--- src/rtl/vcii_sar_ctrl_if.sv ---
// Bus bundle between the SAR controller and its environment: the
// conversion request/abort controls, the comparator input and the
// DAC/result/status outputs.
//
// Handshake: start is a level request sampled only while the controller
// is idle; the conversion is accepted on the first rising edge that sees
// start=1 in idle (and abort=0). Completion is signalled by done, a single
// cycle pulse that coincides with result taking its new value. There is no
// back-pressure: the consumer must capture result on the done cycle or
// any time before the next done.
interface vcii_sar_ctrl_if #(
    parameter int N = 8
);
    logic         start;
    logic         cont;
    logic         abort;
    logic         cmp;
    logic         sample_en;
    logic [N-1:0] dac_code;
    logic [N-1:0] result;
    logic         busy;
    logic         done;
    logic [1:0]   state_dbg;

    modport master (
        output start, cont, abort, cmp,
        input  sample_en, dac_code, result, busy, done, state_dbg
    );

    modport slave (
        input  start, cont, abort, cmp,
        output sample_en, dac_code, result, busy, done, state_dbg
    );
endinterface

--- src/rtl/vcii_sar_ctrl.sv ---
// Successive-approximation controller for a VCII current-conveyor front end.
// Sequence per conversion: track (SAMPLE), N binary-search bit trials
// (TRIAL), then one DONE cycle that publishes the result. The comparator
// output is asynchronous and is only used after a two-flop synchronizer;
// each trial is SETTLE_CYC long so the synchronized decision reflects the
// DAC code driven at the start of that trial. All outputs are registered.
module vcii_sar_ctrl #(
    parameter int N          = 8,
    parameter int SAMPLE_CYC = 4,
    parameter int SETTLE_CYC = 3
) (
    input  logic               clk,
    input  logic               rst,
    vcii_sar_ctrl_if.slave     bus
);
    localparam int MAXC = (SAMPLE_CYC > SETTLE_CYC) ? SAMPLE_CYC : SETTLE_CYC;
    localparam int CW   = $clog2(MAXC + 1);
    localparam int IW   = $clog2(N);

    typedef enum logic [1:0] {
        IDLE   = 2'd0,
        SAMPLE = 2'd1,
        TRIAL  = 2'd2,
        DONE   = 2'd3
    } state_t;

    state_t         state_q, state_d;
    logic [CW-1:0]  cnt_q, cnt_d;
    logic [IW-1:0]  idx_q, idx_d;
    logic [N-1:0]   dac_q, dac_d;
    logic [N-1:0]   result_q, result_d;
    logic [N-1:0]   trial_code;
    logic           done_q, done_d;
    logic           sample_en_q, sample_en_d;
    logic           busy_q, busy_d;
    logic           cmp_s1, cmp_s2;

    // Two-flop synchronizer for the asynchronous comparator output.
    always_ff @(posedge clk or posedge rst) begin
        if (rst) begin
            cmp_s1 <= 1'b0;
            cmp_s2 <= 1'b0;
        end else begin
            cmp_s1 <= bus.cmp;
            cmp_s2 <= cmp_s1;
        end
    end

    // State and registered outputs.
    always_ff @(posedge clk or posedge rst) begin
        if (rst) begin
            state_q     <= IDLE;
            cnt_q       <= '0;
            idx_q       <= '0;
            dac_q       <= '0;
            result_q    <= '0;
            done_q      <= 1'b0;
            sample_en_q <= 1'b0;
            busy_q      <= 1'b0;
        end else begin
            state_q     <= state_d;
            cnt_q       <= cnt_d;
            idx_q       <= idx_d;
            dac_q       <= dac_d;
            result_q    <= result_d;
            done_q      <= done_d;
            sample_en_q <= sample_en_d;
            busy_q      <= busy_d;
        end
    end

    // Next-state, counters and next values of the registered outputs.
    always_comb begin
        state_d    = state_q;
        cnt_d      = cnt_q;
        idx_d      = idx_q;
        dac_d      = dac_q;
        result_d   = result_q;
        done_d     = 1'b0;
        trial_code = dac_q;
        // Decision for the bit under trial: keep it only if vin >= DAC.
        if (!cmp_s2) begin
            trial_code[idx_q] = 1'b0;
        end

        case (state_q)
            IDLE: begin
                if (bus.start && !bus.abort) begin
                    state_d = SAMPLE;
                    cnt_d   = '0;
                end
            end
            SAMPLE: begin
                if (cnt_q == CW'(SAMPLE_CYC - 1)) begin
                    state_d        = TRIAL;
                    cnt_d          = '0;
                    idx_d          = IW'(N - 1);
                    dac_d          = '0;
                    dac_d[N-1]     = 1'b1;
                end else begin
                    cnt_d = cnt_q + CW'(1);
                end
            end
            TRIAL: begin
                if (cnt_q == CW'(SETTLE_CYC - 1)) begin
                    cnt_d = '0;
                    dac_d = trial_code;
                    if (idx_q == '0) begin
                        state_d = DONE;
                    end else begin
                        idx_d                    = idx_q - IW'(1);
                        dac_d[idx_q - IW'(1)]    = 1'b1;
                    end
                end else begin
                    cnt_d = cnt_q + CW'(1);
                end
            end
            DONE: begin
                result_d = dac_q;
                done_d   = 1'b1;
                cnt_d    = '0;
                state_d  = bus.cont ? SAMPLE : IDLE;
            end
            default: begin
                state_d = IDLE;
            end
        endcase

        // Abort wins over everything, including publishing a finished code.
        if (bus.abort && (state_q != IDLE)) begin
            state_d  = IDLE;
            cnt_d    = '0;
            idx_d    = '0;
            dac_d    = dac_q;
            result_d = result_q;
            done_d   = 1'b0;
        end

        sample_en_d = (state_d == SAMPLE);
        busy_d      = (state_d != IDLE);
    end

    assign bus.sample_en = sample_en_q;
    assign bus.dac_code  = dac_q;
    assign bus.result    = result_q;
    assign bus.busy      = busy_q;
    assign bus.done      = done_q;
    assign bus.state_dbg = state_q;
endmodule
--- src/flat_wrapper.sv ---
// flat-port wrapper written by rule: the top's interface ports become plain ports
module vcii_sar_ctrl_flat 
#(
    parameter int N          = 8,
    parameter int SAMPLE_CYC = 4,
    parameter int SETTLE_CYC = 3
)
  (clk, rst, bus_start, bus_cont, bus_abort, bus_cmp, bus_sample_en, bus_dac_code, bus_result, bus_busy, bus_done, bus_state_dbg);
  vcii_sar_ctrl_if #(.N(N)) bus_i ();
  input  logic clk;
  input  logic rst;
  input wire logic [$bits(bus_i.start)-1:0] bus_start;
  input wire logic [$bits(bus_i.cont)-1:0] bus_cont;
  input wire logic [$bits(bus_i.abort)-1:0] bus_abort;
  input wire logic [$bits(bus_i.cmp)-1:0] bus_cmp;
  output wire logic [$bits(bus_i.sample_en)-1:0] bus_sample_en;
  output wire logic [$bits(bus_i.dac_code)-1:0] bus_dac_code;
  output wire logic [$bits(bus_i.result)-1:0] bus_result;
  output wire logic [$bits(bus_i.busy)-1:0] bus_busy;
  output wire logic [$bits(bus_i.done)-1:0] bus_done;
  output wire logic [$bits(bus_i.state_dbg)-1:0] bus_state_dbg;
  assign bus_i.start = bus_start;
  assign bus_i.cont = bus_cont;
  assign bus_i.abort = bus_abort;
  assign bus_i.cmp = bus_cmp;
  assign bus_sample_en = bus_i.sample_en;
  assign bus_dac_code = bus_i.dac_code;
  assign bus_result = bus_i.result;
  assign bus_busy = bus_i.busy;
  assign bus_done = bus_i.done;
  assign bus_state_dbg = bus_i.state_dbg;
  vcii_sar_ctrl #(.N(N), .SAMPLE_CYC(SAMPLE_CYC), .SETTLE_CYC(SETTLE_CYC)) u_core (.clk(clk), .rst(rst), .bus(bus_i));
endmodule
--- config.mk ---
export PLATFORM = sky130hd
export DESIGN_NAME = vcii_sar_ctrl_flat
export DESIGN_NICKNAME = d
export VERILOG_FILES = /design/src/rtl/vcii_sar_ctrl_if.sv /design/src/rtl/vcii_sar_ctrl.sv /design/src/flat_wrapper.sv
export SDC_FILE = /design/constraint.sdc
export NUM_CORES = 1
export LEC_CHECK = 0
export BUFFER_PORTS_ARGS = -buffer_cell sky130_fd_sc_hd__buf_2
export CAP_MARGIN = 20
export CORE_ASPECT_RATIO = 0.75
export CORE_UTILIZATION = 47
export CTS_BUF_LIST = sky130_fd_sc_hd__clkbuf_16
export DETAILED_ROUTE_END_ITERATION = 16
export GPL_ROUTABILITY_DRIVEN = 0
export HOLD_SLACK_MARGIN = 0.05
export PLACE_DENSITY = 0.69
export SLEW_MARGIN = 10
export SYNTH_ARGS = -nofsm -noshare
export SYNTH_HDL_FRONTEND = slang
export SYNTH_SLANG_ARGS = --single-unit
--- constraint.sdc ---
create_clock -name clk -period 2.4 [get_ports clk]
set_input_delay 0.12 -clock clk [delete_from_list [all_inputs] [get_ports clk]]
set_output_delay 0.12 -clock clk [all_outputs]
set_load 0.01 [all_outputs]
==> flow_metrics.py <==
metrics = {
    "synthesis": {
        "ys_seq_area_share_pct": 46.1,
        "synth_cell_types": 44,
        "synthFlopType": "dfrtp_1",
        "synth_area_leader_cell": "dfrtp_1",
        "synthTopCellsByArea": "dfrtp_1, ha_1, mux2_2",
        "synth.avg_cell_area_um2": 10.6,
        "yosys_warnings": 0,
        "synth_top_area_share_pct": 46.1,
        "syn-num-nets": 165,
        "synth_edf_count": 0,
        "syn-instance-count": 148,
        "syn_area_um2": 1580,
        "yosys_register_bits": 29,
        "async_flop_share_pct": 100,
    },
    "power": {
        "ir_drop_mv": 0.463,
        "powerDensity_nw_per_um2": 981,
        "p_leak_nw": 0.945,
    },
    "cts": {
        "clk_pin_slew_ns": 0.05,
        "cts_tree": "done",
        "htree_num_levels": 2,
        "cts.sinks": 29,
        "root_buffer": "clkbuf_16",
        "clock_latency_ns": 0.27,
        "cts_buffers": 5,
        "post_cts.repair.setup_buffers": 0,
        "post_cts_resized": 0,
        "cts_buffer_depth": 2,
    },
    "timing": {
        "tns_ns": 0,
        "setup_viol": 0,
        "max_freq_mhz": 466,
        "worst_pin_slew_ns": 0.515,
        "grt_setup_unrepaired": "no",
        "clock-skew-final_ns": 0.00368,
        "drv_slew": 0,
        "min_period_ns": 2.15,
        "worst_hold_slack_ns": 0.243,
        "relSlewSlack_pct": 65.6,
        "period_share_pct": 89.4,
        "hold_viol": 0,
    },
    "place": {
        "dp.cells": 210,
        "post-dp-hpwl_mm": 2.41,
        "port_buffers": 26,
    },
    "floorplanning": {
        "initial_core_util_pct": 51.4,
        "io_pins": 27,
        "fp-row-count": 17,
        "die_x_um": 68.9,
        "die_area_um2": 3590,
        "die_y_um": 52.1,
        "core_um2": 3060,
    },
    "detailed_routing": {
        "vias_per_cell": 5.75,
        "vias": 1266,
        "drtPass1Iterations": 4,
        "drt_wl_total_mm": 3.25,
        "drc": 0,
        "drtIter0Drc": 35,
        "routedWlPerCell_um": 14.8,
        "antenna_left": 0,
    },
    "global_routing": {
        "grt-ovfl-total": 0,
        "grt_usage_pct": 21.3,
        "grt_max_degree": 23,
        "grt_antenna_before_repair": 0,
        "grt_pass1_vias": 1127,
        "grt_pass1_wl_mm": 5.34,
    },
    "outcome": {
        "status": "finished clean",
    },
    "worst_setup_path": {
        "crit_required_ns": 2.58,
        "crit_type": "flip-flop to flip-flop",
        "path_max_fanout": 11,
        "end_kind": "flip-flop",
        "r2r_slack_ns": 0.25,
        "crit_arrival_ns": 2.32,
        "cp-start-kind": "flip-flop",
    },
    "final_layout": {
        "final_core_util_pct": 62.2,
        "final_cells": 220,
        "diodes": 0,
        "fin_nets": 198,
        "area_growth_syn_to_layout_pct": 21.0,
        "num-fill-cells": 264,
        "drive_gt1_share_pct": 28.6,
    },
    "run": {
        "drv_cap": 0,
    },
    "min_path": {
        "hold_class": "input pin to flip-flop",
    },
}
## timing repair
item,in CTS,in global routing
endpoints found under the setup margin,0,0
endpoints found under the hold margin,8,0
hold buffers,2,0
## path summary, 6_finish.rpt
kind,startpoint,cells after the start,endpoint
min in group asynchronous,rst,3,u_core.bus.sample_en
worst max register to register,u_core.bus.state_dbg[0],6,u_core.bus.dac_code[1]
worst max-delay path,u_core.bus.state_dbg[0],6,u_core.bus.dac_code[1]
worst min-delay path,bus_start,4,u_core.bus.state_dbg[1]
max in group asynchronous,rst,4,u_core.bus.result[4]
worst min register to register,u_core.cmp_s1,0,u_core.cmp_s2
## flip-flops by register name (all words and copies together), names as in the netlist
signal	count
u_core.bus.done	1
u_core.bus.dac_code	8
u_core.bus.busy	1
u_core.bus.result	8
u_core.cmp_s1	1
u_core.bus.state_dbg	2
u_core.cmp_s2	1
u_core.cnt_q	3
u_core.bus.sample_en	1
u_core.idx_q	3
## logic make-up (layout without fill, tap and decap cells)
| kind of cell | count (synthesis) | after routing | synth area share [%] |
|---|---|---|---|
| AND/OR/NAND/NOR | 37 | 37 | 13.6 |
| flip-flops | 29 | 29 | 46.1 |
| buffers and inverters | 17 | 51 | 4.45 |
| adder cells (fa/ha/maj) | 11 | 11 | 8.74 |
| AO/OA/AOI/OAI | 45 | 45 | 20.7 |
| multiplexers | 9 | 9 | 6.43 |
## cells in the mapped netlist, types with 2 or more instances
cell type	instances
a211oi_1	3
o22ai_1	2
or3_1	2
a221oi_1	3
a21oi_1	8
buf_2	2
nand2_1	10
inv_1	13
ha_1	11
mux2_2	9
o211ai_1	4
nand2b_1	4
nor2_1	5
a22o_1	3
nor3_1	2
nor2b_1	2
dfrtp_1	29
o21ai_0	8
a31oi_1	3
## report_power, final
| part | total, W | leakage [nW] | switching, W | internal (W) |
|---|---|---|---|---|
| Clock | 0.000567 | 0.0748 | 0.000193 | 0.000374 |
| Sequential | 0.000659 | 0.378 | 0.0000938 | 0.000565 |
| Combinational | 0.000643 | 0.492 | 0.000393 | 0.000251 |
## cell usage in the layout, fill, tap and decap left out, drive strengths merged, types with 3 or more instances in the layout
cell type / n
nand2b: 4
dfrtp: 29
o211ai: 4
a31oi: 3
ha: 11
nor2: 5
mux2: 9
nor3: 3
a221oi: 3
buf: 28
a21oi: 8
a211oi: 3
inv: 14
o21ai: 9
a22o: 3
clkbuf: 5
nand2: 11
## worst max-delay path, stage by stage, from the launching register on
cell,delay (ns)
dfrtp_1,0.47
inv_1,0.12
ha_1,0.28
inv_1,0.20
o2111ai_2,0.33
or3_1,0.46
o211ai_1,0.19
## stage by stage
stage,cell area (um^2),setup slack (ns),power (W)
2_1_floorplan,1580,0.608,0.00114
3_3_place_gp,1750,0.383,0.00127
3_5_place_dp,1750,0.283,0.00129
4_1_cts,1910,0.257,0.00187
5_1_grt,1910,0.0789,0.00200
6_report,1910,0.254,0.00187
## final cells by class
type | count | area [um^2] | area share, %
multi-input combinational | 102 | 779 | 40.9
sequential | 29 | 726 | 38.1
timing repair buffer | 30 | 165 | 8.67
clock buffer | 5 | 125 | 6.57
inverter | 13 | 48.8 | 2.56
tap | 38 | 47.5 | 2.50
clock inverter | 3 | 13.8 | 0.722
## layer usage
metal / vias to the layer above / GRT usage [%] / part of all wire (%)
li1: 610 / - / -
met5: - / 0 / 0
met1: 618 / 31.0 / 50
met3: 5 / 5.92 / 4.4
met4: 0 / 7.14 / 1.0
met2: 33 / 30.1 / 45
(Power assumes the default switching activity.)
